===== src/rtl/k423_mem_arbiter.sv =====
// Shares one memory port between fetch (IF) and LSU. Zero-latency request/response paths.
// Backpressure: a stalled request locks the grant; a full ID FIFO blocks both requesters.
module k423_mem_arbiter #(
  parameter int ADDR_W     = 32,
  parameter int DATA_W     = 32,
  parameter int OSTD_DEPTH = 4,
  parameter int STARVE_MAX = 4
) (
  input  logic              clk_i,
  input  logic              rst_i,
  input  logic              if_flush_i,
  input  logic              if_req_vld_i,
  input  logic [ADDR_W-1:0] if_req_addr_i,
  output logic              if_req_rdy_o,
  output logic              if_rsp_vld_o,
  output logic [DATA_W-1:0] if_rsp_rdata_o,
  input  logic              ls_req_vld_i,
  input  logic              ls_req_wen_i,
  input  logic [ADDR_W-1:0] ls_req_addr_i,
  input  logic [DATA_W-1:0] ls_req_wdata_i,
  output logic              ls_req_rdy_o,
  output logic              ls_rsp_vld_o,
  output logic [DATA_W-1:0] ls_rsp_rdata_o,
  output logic              mem_req_vld_o,
  output logic              mem_req_wen_o,
  output logic [ADDR_W-1:0] mem_req_addr_o,
  output logic [DATA_W-1:0] mem_req_wdata_o,
  input  logic              mem_req_rdy_i,
  input  logic              mem_rsp_vld_i,
  input  logic [DATA_W-1:0] mem_rsp_rdata_i,
  output logic              err_o
);

  localparam int PTR_W = $clog2(OSTD_DEPTH);
  localparam int CNT_W = $clog2(OSTD_DEPTH + 1);
  localparam int STV_W = $clog2(STARVE_MAX + 1);
  localparam logic OWN_IF = 1'b0;
  localparam logic OWN_LS = 1'b1;

  logic [CNT_W-1:0] cnt_q, cnt_d;
  logic [PTR_W-1:0] wr_ptr_q, rd_ptr_q;
  logic             owner_q [OSTD_DEPTH];
  logic             kill_q  [OSTD_DEPTH];
  logic [STV_W-1:0] starve_q, starve_d;
  logic             lock_q, lock_d;
  logic             lock_own_q, lock_own_d;
  logic             err_q, err_d;

  logic full, empty, starved;
  logic grant_if, grant_ls;
  logic fire, if_fire, pop;
  logic head_own, head_kill;

  assign full    = (cnt_q == CNT_W'(OSTD_DEPTH));
  assign empty   = (cnt_q == '0);
  assign starved = (starve_q == STV_W'(STARVE_MAX));

  // Locked owner keeps the port while still valid; otherwise LSU priority with IF starvation override
  always_comb begin
    grant_if = 1'b0;
    grant_ls = 1'b0;
    if (!full && !rst_i) begin
      if (lock_q && lock_own_q == OWN_LS && ls_req_vld_i) begin
        grant_ls = 1'b1;
      end else if (lock_q && lock_own_q == OWN_IF && if_req_vld_i) begin
        grant_if = 1'b1;
      end else if (ls_req_vld_i && if_req_vld_i) begin
        grant_if = starved;
        grant_ls = ~starved;
      end else begin
        grant_ls = ls_req_vld_i;
        grant_if = if_req_vld_i;
      end
    end
  end

  assign mem_req_vld_o   = grant_if | grant_ls;
  assign mem_req_wen_o   = grant_ls & ls_req_wen_i;
  assign mem_req_addr_o  = grant_ls ? ls_req_addr_i : if_req_addr_i;
  assign mem_req_wdata_o = grant_ls ? ls_req_wdata_i : '0;

  assign fire         = mem_req_vld_o & mem_req_rdy_i;
  assign if_fire      = fire & grant_if;
  assign if_req_rdy_o = grant_if & mem_req_rdy_i & ~full;
  assign ls_req_rdy_o = grant_ls & mem_req_rdy_i & ~full;

  assign head_own       = owner_q[rd_ptr_q];
  assign head_kill      = kill_q[rd_ptr_q];
  assign pop            = mem_rsp_vld_i & ~empty & ~rst_i;
  assign if_rsp_vld_o   = pop & (head_own == OWN_IF) & ~head_kill;
  assign ls_rsp_vld_o   = pop & (head_own == OWN_LS) & ~head_kill;
  assign if_rsp_rdata_o = mem_rsp_rdata_i;
  assign ls_rsp_rdata_o = mem_rsp_rdata_i;
  assign err_o          = err_q;

  always_comb begin
    cnt_d = cnt_q;
    if (fire && !pop)      cnt_d = cnt_q + CNT_W'(1);
    else if (!fire && pop) cnt_d = cnt_q - CNT_W'(1);

    starve_d = starve_q;
    if (if_fire)                       starve_d = '0;
    else if (if_req_vld_i && !starved) starve_d = starve_q + STV_W'(1);

    lock_d     = mem_req_vld_o & ~mem_req_rdy_i;
    lock_own_d = grant_ls;
    err_d      = err_q | (mem_rsp_vld_i & empty);
  end

  always_ff @(posedge clk_i or posedge rst_i) begin
    if (rst_i) begin
      cnt_q      <= '0;
      wr_ptr_q   <= '0;
      rd_ptr_q   <= '0;
      starve_q   <= '0;
      lock_q     <= 1'b0;
      lock_own_q <= OWN_IF;
      err_q      <= 1'b0;
      for (int i = 0; i < OSTD_DEPTH; i++) begin
        owner_q[i] <= OWN_IF;
        kill_q[i]  <= 1'b0;
      end
    end else begin
      cnt_q      <= cnt_d;
      starve_q   <= starve_d;
      lock_q     <= lock_d;
      lock_own_q <= lock_own_d;
      err_q      <= err_d;
      if (if_flush_i) begin
        for (int i = 0; i < OSTD_DEPTH; i++) begin
          if (owner_q[i] == OWN_IF) kill_q[i] <= 1'b1;
        end
      end
      // The push lands after the flush sweep so a same-cycle IF push is also killed
      if (fire) begin
        owner_q[wr_ptr_q] <= grant_ls;
        kill_q[wr_ptr_q]  <= grant_if & if_flush_i;
        wr_ptr_q          <= wr_ptr_q + PTR_W'(1);
      end
      if (pop) rd_ptr_q <= rd_ptr_q + PTR_W'(1);
    end
  end

endmodule


===== config.mk =====
export PLATFORM = sky130hd
export DESIGN_NAME = k423_mem_arbiter
export DESIGN_NICKNAME = d
export VERILOG_FILES = /design/src/rtl/k423_mem_arbiter.sv
export SDC_FILE = /design/constraint.sdc
export NUM_CORES = 1
export LEC_CHECK = 0
export CORE_AREA = 4 4 102 104
export DETAILED_ROUTE_END_ITERATION = 8
export DIE_AREA = 0 0 106 108
export PLACE_DENSITY = 0.73
export SYNTH_ARGS = -nofsm -noshare
export SYNTH_HDL_FRONTEND = slang
export SYNTH_SLANG_ARGS = --single-unit

===== constraint.sdc =====
create_clock -name clk_i -period 3.3 [get_ports clk_i]
set_clock_uncertainty 0.05 [all_clocks]
set_input_delay 0.66 -clock clk_i [delete_from_list [all_inputs] [get_ports clk_i]]
set_output_delay 0.66 -clock clk_i [all_outputs]
set_load 0.005 [all_outputs]

==> run metrics <==
worst hold-check path type reg2reg; Hold Path Cell Cnt 1; Synth Flop Type dfrtp_1; worst setup path category reg2out; status finished clean; Synth Area in Simple Gates 0.163; Post-CTS Hold Fix Bufs 0; via count 2091; grt ovf 0; Setup Viol. Count Final 0; Post-Route Setup TNS 0 ps; Max Slew Vio Count 0; Avg Inst Size Synth 9.49 um^2; Tcrit/Tclk final 0.981; EDFF count, synth 0; CP startpoint kind flip-flop; XOR/XNOR Fraction of Synth Area 0.0275; P_leak 2.02 nW; clock latency on the worst-skew pair 260 ps; Post-synth ARST share 1.00; Hold Fails Final Rpt 0; DRT Pass-1 Iters 4; # IOs 271; CTS root buf clkbuf_8; Clock transition at path regs 80 ps; largest net degree at the start of global routing 23; Slew HR 0.698; Synth Area in Compound Gates 0.0595; most common cell after layout, fill and taps aside clkdlybuf4s50_1; worst-path fanout max 10; flops & latches, synth 21; first-pass GRT wire length 12400 um; R2R cell count 8; Synth cell types 35; WHS 428 ps; vias in the first global route 2248; FP Rows 36; Num Clock Sinks 21; Peak VDD IR 194 uV; adder-cell area share of the yosys netlist 0.0482; placer congestion estimate 0.722; worst-margin pin slew 452 ps; Power Total 1.64 mW; synthesis-to-layout area growth 79.8%; PortBufs 174; MaxCap Viol Count 0; post-synthesis mux area share 0.205; wire per inst 17.2 um; Die X 106 um; CTS tree done; WP data required 2590 ps; CTS max path bufs 2; Cells after DPL 481; Initial Utilization 0.234; WHS Endpoint err_o$_DFF_PP0_; Die H 108 um; CP endpoint kind primary output; mapped cell area 0.00223 mm^2; routed wire length 8620 um; Tmin final 3240 ps; Mapped Nets 379; worst slack, placed -126 ps; H-tree levels 1; DRC 0; GRT Util Overall 0.138; vias per cell 4.18; FF-to-FF End cnt_q[2]$_DFFE_PP0P_; worst reg-to-reg setup slack 1060 ps; share of layout cells above drive strength 1 0.191; initial antenna violation count 1; drt initial violations 64; Synth warnings 0; share of the yosys chip area belonging to registers 0.236; Worst R2R Start cnt_q[0]$_DFFE_PP0P_; Cell Pwr Density 410 mW/mm^2; hpwl dp 7000 um; core area 0.00955 mm^2; Post-Synthesis Cells 235; # diodes 0; final setup margin 63.5 ps; Post-DRT Antenna Nets 0; Final nets 512; Non-Filler Instances 500; worst hold start err_o$_DFF_PP0_; TritonCTS Buffers 3; main combinational cell family by area after synthesis buffers and inverters; most frequent cells in the layout clkdlybuf4s50_1 (120), and2_1 (34), mux2_2 (32), dlymetal6s2s_1 (29), dlygate4sd2_1 (25); Crit path arrival time 2530 ps; DIE AREA 0.0114 mm^2; Max Freq 0.309 GHz
-- power by group --
group	total [mW]	switching, mW	internal [mW]	leakage [nW]
Sequential	0.478	0.109	0.369	0.242
Clock	0.172	0.0862	0.0862	0.0228
Combinational	0.993	0.360	0.634	1.76
Total	1.64	0.555	1.09	2.02
-- final cells by class --
cell class                 count  area [um^2]
fill                         975         5540
timing repair buffer         200         2100
multi-input combinational    131         1130
sequential                    21          526
tap                          133          166
clock buffer                   4         45.0
inverter                      11         41.3
-- synthesized netlist by cell type, types with 2 or more instances --
cell	count	share of area
xor2_1	2	0.0079
o21ai_0	2	0.0045
nand2_1	8	0.013
mux2i_1	4	0.018
mux2_2	32	0.16
xnor2_1	5	0.020
nor2_1	3	0.0050
dfrtp_1	21	0.24
and2_1	34	0.095
buf_6	4	0.020
clkbuf_1	2	0.0034
nand3_1	2	0.0045
a21oi_1	6	0.013
ha_1	7	0.039
buf_4	64	0.22
nor3_1	4	0.0090
mux4_2	2	0.020
inv_1	11	0.019
nor3b_1	2	0.0067
buf_2	2	0.0045
a32o_1	4	0.018
-- per-layer routing --
| metal | vias to the layer above | part of all wire | global-route usage |
|---|---|---|---|
| met3 | 10 | 0.12 | 0.0752 |
| met1 | 972 | 0.37 | 0.148 |
| met5 | - | 0.0015 | 0 |
| met4 | 2 | 0.0088 | 0.0222 |
| met2 | 122 | 0.50 | 0.245 |
| li1 | 985 | - | - |
-- sequential cells by signal, summed over array words and instances (netlist names) --
signal / cells
cnt_q: 3
err_o: 1
kill_q: 4
lock_own_q: 1
lock_q: 1
owner_q: 4
rd_ptr_q: 2
starve_q: 3
wr_ptr_q: 2
-- what timing repair did --
item | CTS | global route
setup endpoints to repair | 42 | 65
pin swaps | 0 | 2
buffers inserted | 2 | 10
gates cloned | 3 | 0
resized for setup | 33 | 35
-- worst max path at each step --
stage / from / endpoint / slack, ps
3_5_place_dp: ls_req_vld_i / mem_req_addr_o[31] / -130
2_1_floorplan: starve_q[0]$_DFFE_PP0P_ / mem_req_addr_o[1] / 700
6_report: starve_q[0]$_DFFE_PP0P_ / mem_req_wdata_o[1] / 60
3_3_place_gp: ls_req_vld_i / mem_req_addr_o[2] / -100
5_1_grt: starve_q[1]$_DFFE_PP0P_ / mem_req_wen_o / -40
4_1_cts: ls_req_vld_i / mem_req_wdata_o[21] / -100
-- critical path: stages, from the launching register on --
cell	delay, ps
dfrtp_1	370
inv_2	60
ha_2	190
nand2_2	90
o21ai_2	80
a2111oi_4	390
buf_6	190
bufbuf_16	270
and2_1	120
clkdlybuf4s50_1	500
-- through the flow --
step | utilization | instance area (um^2)
2_1_floorplan | - | 2230
3_3_place_gp | 0.388 | 3700
3_5_place_dp | 0.388 | 3700
4_1_cts | 0.401 | 3830
5_1_grt | 0.420 | 4010
6_report | 0.420 | 4010
-- cell families after synthesis --
| logic type | Yosys count |
|---|---|
| AO/OA/AOI/OAI | 16 |
| buffers and inverters | 83 |
| adder cells (fa/ha/maj) | 8 |
| AND/OR/NAND/NOR | 61 |
| XOR/XNOR | 7 |
| multiplexers | 39 |
| flip-flops | 21 |
Power figures use the tool's default switching activity.
